==> src/rtl/bcd_display_converter_if.sv <==
// Data/handshake bundle between the memory read-back stage and the BCD
// display converter.
//   din        : unsigned value to display
//   in_valid   : din valid this cycle
//   in_ready   : converter idle, din will be accepted
//   ones..thousands : BCD digits for the segment multiplexer
//   overflow   : last accepted value was saturated
//   done       : one-cycle pulse when the digits update
// master = producer/consumer side (memory stage + display mux),
// slave  = the converter itself.
interface bcd_display_converter_if #(
    parameter int DATA_W = 32
);
    logic [DATA_W-1:0] din;
    logic              in_valid;
    logic              in_ready;
    logic [3:0]        ones;
    logic [3:0]        tens;
    logic [3:0]        hundreds;
    logic [3:0]        thousands;
    logic              overflow;
    logic              done;

    modport master (
        output din, in_valid,
        input  in_ready, ones, tens, hundreds, thousands, overflow, done
    );

    modport slave (
        input  din, in_valid,
        output in_ready, ones, tens, hundreds, thousands, overflow, done
    );
endinterface

==> src/rtl/bcd_display_converter.sv <==
// Sequential binary-to-BCD converter (shift-add-3, one bit per clock).
// Takes a DATA_W-bit unsigned word, saturates anything above MAX_VAL to
// MAX_VAL (raising overflow) and produces four BCD digits for the display.
// Ports:
//   clk : system clock
//   rst : asynchronous active-high reset
//   bus : bcd_display_converter_if.slave (din/in_valid in; in_ready, digits,
//         overflow, done out)
// A conversion takes CONV_W shift cycles plus one DONE cycle; the digit
// registers are separate from the accumulator so partial results never show.
module bcd_display_converter #(
    parameter int DATA_W  = 32,
    parameter int CONV_W  = 14,
    parameter int MAX_VAL = 9999
) (
    input  logic clk,
    input  logic rst,
    bcd_display_converter_if.slave bus
);
    localparam int CNT_W = $clog2(CONV_W);
    localparam logic [DATA_W-1:0] MAX_WIDE   = DATA_W'(MAX_VAL);
    localparam logic [CONV_W-1:0] MAX_NARROW = CONV_W'(MAX_VAL);
    localparam logic [CNT_W-1:0]  CNT_LOAD   = CNT_W'(CONV_W - 1);

    typedef enum logic [1:0] {
        IDLE  = 2'd0,
        SHIFT = 2'd1,
        DONE  = 2'd2
    } state_t;

    state_t            state_reg, state_next;
    logic [CONV_W-1:0] bin_reg;
    logic [15:0]       bcd_reg;
    logic [15:0]       bcd_adj;
    logic [CNT_W-1:0]  cnt_reg;
    logic              pend_ovf_reg;
    logic [3:0]        ones_reg, tens_reg, hundreds_reg, thousands_reg;
    logic              overflow_reg;
    logic              done_reg;
    logic              idle_flag;
    logic              accept;
    logic              sat;

    // Add-3 correction on each nibble, all evaluated on pre-shift values.
    genvar gi;
    generate
        for (gi = 0; gi < 4; gi++) begin : g_adj
            assign bcd_adj[gi*4 +: 4] = (bcd_reg[gi*4 +: 4] >= 4'd5)
                                      ? bcd_reg[gi*4 +: 4] + 4'd3
                                      : bcd_reg[gi*4 +: 4];
        end
    endgenerate

    // Saturation looks at the whole input word, not just the converted bits.
    assign sat    = (bus.din > MAX_WIDE);
    assign accept = idle_flag && bus.in_valid;

    always_ff @(posedge clk or posedge rst) begin
        if (rst) state_reg <= IDLE;
        else     state_reg <= state_next;
    end

    always_comb begin
        state_next = state_reg;
        idle_flag  = 1'b0;
        case (state_reg)
            IDLE: begin
                idle_flag = 1'b1;
                if (bus.in_valid) state_next = SHIFT;
            end
            SHIFT: begin
                if (cnt_reg == '0) state_next = DONE;
            end
            DONE: begin
                state_next = IDLE;
            end
            default: state_next = IDLE;
        endcase
    end

    // Conversion datapath
    always_ff @(posedge clk or posedge rst) begin
        if (rst) begin
            bin_reg      <= '0;
            bcd_reg      <= '0;
            cnt_reg      <= '0;
            pend_ovf_reg <= 1'b0;
        end else if (accept) begin
            bin_reg      <= sat ? MAX_NARROW : bus.din[CONV_W-1:0];
            bcd_reg      <= '0;
            cnt_reg      <= CNT_LOAD;
            pend_ovf_reg <= sat;
        end else if (state_reg == SHIFT) begin
            // Corrected accumulator and binary shift together; top bit drops.
            {bcd_reg, bin_reg} <= {bcd_adj, bin_reg} << 1;
            cnt_reg            <= cnt_reg - 1'b1;
        end
    end

    // Display registers: only updated from the finished accumulator.
    always_ff @(posedge clk or posedge rst) begin
        if (rst) begin
            ones_reg      <= '0;
            tens_reg      <= '0;
            hundreds_reg  <= '0;
            thousands_reg <= '0;
            overflow_reg  <= 1'b0;
            done_reg      <= 1'b0;
        end else begin
            done_reg <= (state_reg == DONE);
            if (state_reg == DONE) begin
                ones_reg      <= bcd_reg[3:0];
                tens_reg      <= bcd_reg[7:4];
                hundreds_reg  <= bcd_reg[11:8];
                thousands_reg <= bcd_reg[15:12];
                overflow_reg  <= pend_ovf_reg;
            end
        end
    end

    assign bus.in_ready  = idle_flag;
    assign bus.ones      = ones_reg;
    assign bus.tens      = tens_reg;
    assign bus.hundreds  = hundreds_reg;
    assign bus.thousands = thousands_reg;
    assign bus.overflow  = overflow_reg;
    assign bus.done      = done_reg;
endmodule

==> src/flat_wrapper.sv <==
// flat-port wrapper written by rule: the top's interface ports become plain ports
module bcd_display_converter_flat 
#(
    parameter int DATA_W  = 32,
    parameter int CONV_W  = 14,
    parameter int MAX_VAL = 9999
)
  (clk, rst, bus_din, bus_in_valid, bus_in_ready, bus_ones, bus_tens, bus_hundreds, bus_thousands, bus_overflow, bus_done);
  bcd_display_converter_if #(.DATA_W(DATA_W)) bus_i ();
  input  logic clk;
  input  logic rst;
  input wire logic [$bits(bus_i.din)-1:0] bus_din;
  input wire logic [$bits(bus_i.in_valid)-1:0] bus_in_valid;
  output wire logic [$bits(bus_i.in_ready)-1:0] bus_in_ready;
  output wire logic [$bits(bus_i.ones)-1:0] bus_ones;
  output wire logic [$bits(bus_i.tens)-1:0] bus_tens;
  output wire logic [$bits(bus_i.hundreds)-1:0] bus_hundreds;
  output wire logic [$bits(bus_i.thousands)-1:0] bus_thousands;
  output wire logic [$bits(bus_i.overflow)-1:0] bus_overflow;
  output wire logic [$bits(bus_i.done)-1:0] bus_done;
  assign bus_i.din = bus_din;
  assign bus_i.in_valid = bus_in_valid;
  assign bus_in_ready = bus_i.in_ready;
  assign bus_ones = bus_i.ones;
  assign bus_tens = bus_i.tens;
  assign bus_hundreds = bus_i.hundreds;
  assign bus_thousands = bus_i.thousands;
  assign bus_overflow = bus_i.overflow;
  assign bus_done = bus_i.done;
  bcd_display_converter #(.DATA_W(DATA_W), .CONV_W(CONV_W), .MAX_VAL(MAX_VAL)) u_core (.clk(clk), .rst(rst), .bus(bus_i));
endmodule
==> config.mk <==
export PLATFORM = sky130hd
export DESIGN_NAME = bcd_display_converter_flat
export DESIGN_NICKNAME = d
export VERILOG_FILES = /design/src/rtl/bcd_display_converter_if.sv /design/src/rtl/bcd_display_converter.sv /design/src/flat_wrapper.sv
export SDC_FILE = /design/constraint.sdc
export NUM_CORES = 1
export LEC_CHECK = 0
export BUFFER_PORTS_ARGS = -buffer_cell sky130_fd_sc_hd__buf_4
export CAP_MARGIN = 25
export CORE_UTILIZATION = 58
export DETAILED_ROUTE_END_ITERATION = 7
export PLACE_DENSITY = 0.93
export SKIP_CTS_REPAIR_TIMING = 1
export SLEW_MARGIN = 20
export SYNTH_ARGS = -nofsm -noshare
export SYNTH_HDL_FRONTEND = slang
export SYNTH_SLANG_ARGS = --single-unit
==> constraint.sdc <==
create_clock -name clk -period 2.9 [get_ports clk]
set_input_delay 0.145 -clock clk [delete_from_list [all_inputs] [get_ports clk]]
set_output_delay 0.145 -clock clk [all_outputs]
set_load 0.1 [all_outputs]
==> metrics.log, run 1 <==
[metrics] family with the most delay on the worst path: simple AND/OR/NAND/NOR gates
[metrics] Die Outline Area: roughly 4800 µm²
[metrics] area occupied by multi-input gates: about 1200 µm²
[metrics] Warnings, synthesis: 0
[metrics] most common flop cell mapped by yosys: sky130_fd_sc_hd__dfrtp_1
[metrics] cell depth of the worst flop-to-flop path: 4
[metrics] proportion of layout cells with a drive suffix above 1: 26.32%
[metrics] Synth async-reset ratio: between 90% and 100%
[metrics] data arrival time of the critical path: ~2.1 ns
[metrics] average wire length per cell after detail routing: between 15 and 20 µm
[metrics] Worst Path Required: 3.10 ns
[metrics] max capacitance violation total: 0
[metrics] share of the cycle needed by the critical path after routing: around 66%
[metrics] Max Clk Rate: about 520 MHz
[metrics] clock root buffer master: sky130_fd_sc_hd__clkbuf_8
[metrics] synthesized area: ~2600 µm²
[metrics] largest net degree at the start of global routing: 35
[metrics] syn nets: 295
[metrics] kind of launch point of the worst setup path: register
[metrics] power consumption: between 0.004 and 0.005 W
[metrics] CP max-delay cell: sky130_fd_sc_hd__nand2b_1
[metrics] total number of placement rows: 24
[metrics] clock transition at the registers of the reported paths: around 0.09 ns
[metrics] worst slew margin relative to its limit: a little under half
[metrics] I/O pin count: 54
[metrics] most common library cell in the layout ignoring fill and taps: sky130_fd_sc_hd__buf_4
[metrics] final routed DRC violation total: 0
[metrics] via total after detailed routing: around 2100
[metrics] Detailed Route Iter0 Violations: 155
[metrics] slew of the pin with the lowest slew margin: just under 0.8 ns
[metrics] critical path's largest stage delay: ~0.66 ns
[metrics] total of buffers placed on input and output ports: 53
[metrics] aggregate global-route resource usage: about a quarter
[metrics] largest fanout of any net on the critical path: 22
[metrics] Critical Path, Cell by Cell: nand2b_1, buf_4, o31ai_1, a32o_1
[metrics] number of buffers inserted during clock tree synthesis: 5
[metrics] Cell variety after synth: 39
[metrics] WHS: -0.03514 ns
[metrics] CP Class: register to register
[metrics] count of TritonRoute iterations in the first routing pass: 4
[metrics] count of inserted antenna diode cells: 0
[metrics] kind of end point of the critical path: register
[metrics] final count of pins violating max slew: 0
[metrics] clock period minus worst slack: around 1.9 ns
[metrics] weighted congestion reported at the end of routability-driven placement: 0.7631
[metrics] count of flip-flops with a built-in enable after synthesis: 0
[metrics] type of the worst min-delay path: primary input to asynchronous set/reset pin
[metrics] aggregate routed wire length: about 5600 µm
[metrics] insertion delay of the later-clocked pin in the worst-skew pair: 0.31 ns
[metrics] largest clock skew in the final design: 0.006301 ns
[metrics] Routed Antenna Nets: 0
[metrics] TritonCTS clock tree: built
[metrics] share of the yosys chip area belonging to registers: between 50% and 60%
[metrics] average footprint of a synthesized cell: approximately 11 µm²
[metrics] flip-flop count of the largest register, all copies and words added: 16
[metrics] # fillers: between 300 and 400
[metrics] Area Overhead vs Synth: 20.72%
[metrics] worst path bufs/invs: 1
[metrics] depth of the CTS H-tree: 2
[metrics] area taken by flip-flops and latches: approximately 1400 µm²
[metrics] total count of hold-check failures in the final report: 33
[metrics] endpoint of the worst-slack reg-to-reg timing path: u_core.bcd_reg[11]
[metrics] setup TNS after final layout: 0 ns
[metrics] number of failing setup endpoints in the final timing report: 0
[metrics] Die Y: 69.45 µm
[metrics] number of register bits inferred by synthesis: between 50 and 60
[metrics] starting density of the core: approximately 61%
[metrics] reg2reg setup slack: roughly 0.99 ns
[metrics] sum of net half-perimeters after detailed placement: roughly 4000 µm
[metrics] top library cells by usage in the layout, fill and taps aside: sky130_fd_sc_hd__buf_4 (56), sky130_fd_sc_hd__dfrtp_1 (55), sky130_fd_sc_hd__o21ai_0 (28), sky130_fd_sc_hd__nand2_1 (18), sky130_fd_sc_hd__a21oi_1 (13)
[metrics] worst r2r src: u_core.state_reg[1]
[metrics] Leakage Power: between 1 and 1.5 nW
[metrics] peak ir drop on the vdd network: around 680 µV
[metrics] number of global-route vias before repair: about 2100
[metrics] violated checks: hold timing
[metrics] Syn Inst Count: approximately 250
[metrics] GRT overflow: 0
[metrics] average via count per standard cell: 5.994
[metrics] result of the run: finished with violations
[metrics] maximum clock path buffer count: 2
[metrics] unrepaired setup endpoints after global routing: no
[metrics] number of nets at the end of the flow: roughly 350
[metrics] power density of the placed cells: around 1300 nW/µm²
[metrics] CORE AREA: 4354 µm²
[metrics] wire length of the first global-routing pass: roughly 9600 µm
[metrics] overall die width: between 60 and 70 µm
[metrics] number of clock sinks seen by CTS: 55
[metrics] antenna violations before repair: 0
[synth_stat cells (2+ instances only)]
cell type,instances,share of area [%]
sky130_fd_sc_hd__a21oi_1,13,2.5
sky130_fd_sc_hd__a221oi_1,3,1.0
sky130_fd_sc_hd__a31oi_1,4,0.95
sky130_fd_sc_hd__a32o_1,4,1.5
sky130_fd_sc_hd__buf_2,8,1.5
sky130_fd_sc_hd__clkbuf_1,4,0.57
sky130_fd_sc_hd__dfrtp_1,55,52
sky130_fd_sc_hd__ha_1,9,4.3
sky130_fd_sc_hd__inv_1,13,1.8
sky130_fd_sc_hd__mux2_2,12,5.1
sky130_fd_sc_hd__mux2i_1,3,1.1
sky130_fd_sc_hd__nand2_1,18,2.6
sky130_fd_sc_hd__nand2b_1,6,1.4
sky130_fd_sc_hd__nand3_1,11,2.1
sky130_fd_sc_hd__nor2_1,7,1.0
sky130_fd_sc_hd__nor3_1,4,0.76
sky130_fd_sc_hd__nor3b_1,2,0.57
sky130_fd_sc_hd__nor4_1,6,1.4
sky130_fd_sc_hd__o211ai_1,4,1.1
sky130_fd_sc_hd__o21ai_0,28,5.3
sky130_fd_sc_hd__o21ai_1,4,0.76
sky130_fd_sc_hd__o221ai_1,4,1.3
sky130_fd_sc_hd__o2bb2ai_1,3,1.0
sky130_fd_sc_hd__o31ai_1,5,1.4
sky130_fd_sc_hd__o32ai_1,2,0.66
sky130_fd_sc_hd__xnor2_1,5,1.7
sky130_fd_sc_hd__xor2_1,2,0.66
[stage by stage]
stage,instance area [µm²],util [%],worst slack [ns],cells
3_5_place_dp,3089,70.95,1.028,347
5_1_grt,3186,73.16,0.8086,356
2_1_floorplan,2639,-,0.2464,251
4_1_cts,3171,72.82,1.001,355
6_report,3186,73.16,0.9909,356
3_3_place_gp,3062,70.32,1.090,346
[power by group]
| group | switching [W] | internal (W) | total [W] |
|---|---|---|---|
| registers | 0.000262 | 0.00111 | 0.00137 |
| logic | 0.00154 | 0.000700 | 0.00224 |
| clock network | 0.000239 | 0.000170 | 0.000410 |
| total | 0.00204 | 0.00198 | 0.00402 |
[cell type report]
type / count / area share [%]
Multi-Input combinational cell: 170 / 36.13
Clock inverter: 1 / 0.1571
Tap cell: 52 / 2.042
Inverter: 13 / 1.532
Sequential cell: 55 / 43.20
Clock buffer: 7 / 2.396
Timing Repair Buffer: 58 / 14.53
[routing by layer]
metal	vias up	share of wire, %	GRT usage (%)
met5	-	0	0
met4	0	1.4	7.256
met3	9	5.8	4.506
met2	97	51	44.23
met1	1014	42	31.47
li1	1014	-	-
[how the worst max path moves through the flow]
stage / start / slack (ns) / endpoint / depth (start not counted)
after floorplan: u_core.state_reg[1] / 0.25 / u_core.bcd_reg[12] / 5
after global placement: u_core.state_reg[1] / 1.09 / u_core.bin_reg[2] / 4
after detailed placement: u_core.state_reg[1] / 1.03 / u_core.bin_reg[3] / 4
after CTS: u_core.state_reg[1] / 1.00 / u_core.bcd_reg[11] / 4
after global routing: u_core.state_reg[1] / 0.81 / u_core.bin_reg[3] / 4
final: u_core.state_reg[1] / 0.99 / u_core.bcd_reg[11] / 4
[kinds of logic (layout without fill, tap and decap cells)]
group | count (synthesis) | after routing | share of synthesized area, %
buf+inv | 26 | 79 | 4.220
simple gates | 64 | 64 | 12.99
flops | 55 | 55 | 52.16
xor+xnor | 7 | 7 | 2.323
mux | 15 | 15 | 6.259
fa+ha+maj | 9 | 9 | 4.268
compound gates | 75 | 75 | 17.78
Power figures use the tool's default switching activity.
==> inputs of run 2 (changes only) <==
--- a/config.mk
+++ b/config.mk
@@ -7,9 +7,9 @@
 export LEC_CHECK = 0
 export BUFFER_PORTS_ARGS = -buffer_cell sky130_fd_sc_hd__buf_4
 export CAP_MARGIN = 25
-export CORE_UTILIZATION = 58
+export CORE_UTILIZATION = 49
 export DETAILED_ROUTE_END_ITERATION = 7
-export PLACE_DENSITY = 0.93
+export PLACE_DENSITY = 0.84
 export SKIP_CTS_REPAIR_TIMING = 1
 export SLEW_MARGIN = 20
 export SYNTH_ARGS = -nofsm -noshare
==> constraint.sdc (replaced) <==
create_clock -name clk -period 1.7 [get_ports clk]
set_input_delay 0.085 -clock clk [delete_from_list [all_inputs] [get_ports clk]]
set_output_delay 0.085 -clock clk [all_outputs]
set_load 0.1 [all_outputs]
==> run 2 against run 1 <==
  * The run now ends clean
  * Clock skew down 0.0021 ns
  * Hold slack better by 0.036 ns
  * Fmax up 20%
  * First-iteration DRC count down 37%
  * Cell count up 7.6%
  * Via count up 2.7%
  * Sequential cell count unchanged
  * Largest cell class unchanged
==> metrics.log, run 2 (same netlist as run 1, synthesis figures left out) <==
[metrics] GRT overflow: 0 (unchanged)
[metrics] final routed DRC violation total: 0 (unchanged)
[metrics] number of nets at the end of the flow: 357 (+2.9%)
[metrics] number of clock sinks seen by CTS: 55 (unchanged)
[metrics] total of buffers placed on input and output ports: 53 (unchanged)
[metrics] I/O pin count: 54 (unchanged)
[metrics] Die Y: 75.39 µm (+8.5%)
[metrics] weighted congestion reported at the end of routability-driven placement: 0.7979 (+4.6%)
[metrics] kind of end point of the critical path: register
[metrics] CP Class: register to register
[metrics] TritonCTS clock tree: built
[metrics] Leakage Power: 1.483 nW (+3.2%)
[metrics] maximum clock path buffer count: 2 (unchanged)
[metrics] average via count per standard cell: 5.723 (-4.5%)
[metrics] count of TritonRoute iterations in the first routing pass: 4 (unchanged)
[metrics] worst slew margin relative to its limit: 57.55% (+10 points)
[metrics] Routed Antenna Nets: 0 (unchanged)
[metrics] aggregate global-route resource usage: 21.49% (-3.6 points)
[metrics] result of the run: complete, no violations
[metrics] number of buffers inserted during clock tree synthesis: 5 (unchanged)
[metrics] largest clock skew in the final design: 0.004221 ns (-0.002080 ns)
[metrics] flip-flop count of the largest register, all copies and words added: 16 (unchanged)
[metrics] number of global-route vias before repair: 2075 (-3.1%)
[metrics] power density of the placed cells: 2116 nW/µm² (+68%)
[metrics] max capacitance violation total: 0 (unchanged)
[metrics] total count of hold-check failures in the final report: 0 (-100%)
[metrics] total number of placement rows: 26 (+8.3%)
[metrics] Die Outline Area: 5683 µm² (+18%)
[metrics] aggregate routed wire length: 5554 µm (-0.39%)
[metrics] kind of launch point of the worst setup path: register
[metrics] via total after detailed routing: 2192 (+2.7%)
[metrics] depth of the CTS H-tree: 2 (unchanged)
[metrics] Max Clk Rate: 629.2 MHz (+20%)
[metrics] largest net degree at the start of global routing: 31 (-11%)
[metrics] final core area utilization: 64.29% (-8.9 points)
[metrics] antenna violations before repair: 0 (unchanged)
[metrics] CORE AREA: 5140 µm² (+18%)
[metrics] overall die width: 75.39 µm (+8.5%)
[metrics] most common library cell in the layout ignoring fill and taps: sky130_fd_sc_hd__buf_4
[metrics] count of inserted antenna diode cells: 0 (unchanged)
[metrics] Detailed Route Iter0 Violations: 97 (-37%)
[metrics] reg2reg setup slack: 0.11 ns (-0.88 ns)
[metrics] clock transition at the registers of the reported paths: 0.09 ns (about the same)
[metrics] sum of net half-perimeters after detailed placement: 4043 µm (+0.23%)
[metrics] power consumption: 0.006992 W (+74%)
[metrics] unrepaired setup endpoints after global routing: no
[metrics] Worst Path Required: 1.92 ns (-1.18 ns)
[metrics] final count of pins violating max slew: 0 (unchanged)
[metrics] average wire length per cell after detail routing: 14.50 µm (-7.4%)
[metrics] share of the cycle needed by the critical path after routing: 93.50% (+28 points)
[metrics] slew of the pin with the lowest slew margin: 0.6338 ns (-0.1546 ns)
[metrics] insertion delay of the later-clocked pin in the worst-skew pair: 0.30 ns (about the same)
[metrics] peak ir drop on the vdd network: 1094 µV (+61%)
[metrics] top library cells by usage in the layout, fill and taps aside: sky130_fd_sc_hd__buf_4 (66), sky130_fd_sc_hd__dfrtp_1 (55), sky130_fd_sc_hd__o21ai_0 (28), sky130_fd_sc_hd__nand2_1 (17)
[metrics] data arrival time of the critical path: 1.81 ns (-0.30 ns)
[metrics] number of failing setup endpoints in the final timing report: 0 (unchanged)
[metrics] proportion of layout cells with a drive suffix above 1: 31.31% (+5.0 points)
[metrics] starting density of the core: 51.34% (-9.3 points)
[metrics] largest fanout of any net on the critical path: 4 (-82%)
[metrics] clock period minus worst slack: 1.589 ns (-0.3197 ns)
[metrics] clock root buffer master: sky130_fd_sc_hd__clkbuf_8
[metrics] wire length of the first global-routing pass: 9163 µm (-4.2%)
[metrics] Area Overhead vs Synth: 25.23%
[metrics] type of the worst min-delay path: primary input to register
[run 2: worst max-delay path, stage by stage (launching register included)]
cell                       delay, ns
sky130_fd_sc_hd__dfrtp_1        0.41
sky130_fd_sc_hd__inv_1          0.15
sky130_fd_sc_hd__ha_2           0.22
sky130_fd_sc_hd__nand2b_1       0.07
sky130_fd_sc_hd__a21oi_2        0.16
sky130_fd_sc_hd__mux2_2         0.34
sky130_fd_sc_hd__o21ai_0        0.16
[run 2: per-layer routing]
layer  vias up  wire [µm]  track usage (%)
li1       1040          -                -
met1      1082       2407            25.86
met2        62       2821            39.09
met3         8        252            4.630
met4         0         72            5.556
met5         -          0                0
[run 2: metrics by stage]
stage / std cells / setup TNS (ns) / worst slack [ns] / hold WS (ns) / area (µm²)
finish: 383 / 0 / 0.1106 / 0.0006885 / 3304
global route: 383 / 0 / 0.01144 / 0.01817 / 3304
CTS: 382 / -0.06578 / -0.02307 / -0.2493 / 3277
detailed placement: 375 / 0 / 0.009423 / 0.08442 / 3189
global placement: 375 / 0 / 0.02552 / 0.08088 / 3189
floorplan: 251 / 0 / 0.07394 / 0.2091 / 2649
[run 2: path summary, 6_finish.rpt]
check,to,depth (start not counted),from
setup reg to reg,u_core.bcd_reg[2],6,u_core.bcd_reg[0]
max in group asynchronous,u_core.bcd_reg[3],4,rst
min in group asynchronous,u_core.bus.tens[2],3,rst
setup / recovery,u_core.bcd_reg[2],6,u_core.bcd_reg[0]
hold / removal,u_core.bin_reg[11],2,bus_din[11]
hold reg to reg,u_core.bus.hundreds[0],2,u_core.bus.hundreds[0]
[run 2: cell type report]
class / instances / area (µm²)
Fill cell: 440 / 1836
Sequential cell: 55 / 1376
Multi-Input combinational cell: 170 / 1179
Timing Repair Buffer: 68 / 525.5
Tap cell: 70 / 87.58
Clock buffer: 6 / 82.58
Inverter: 13 / 48.80
Clock inverter: 1 / 5.005
[run 2: where the power goes]
| part | leakage, nW | switching [W] | internal, W | total (W) |
|---|---|---|---|---|
| clock | 0.0470 | 0.000403 | 0.000321 | 0.000723 |
| combinational | 0.761 | 0.00264 | 0.00131 | 0.00395 |
| sequential | 0.675 | 0.000427 | 0.00189 | 0.00232 |
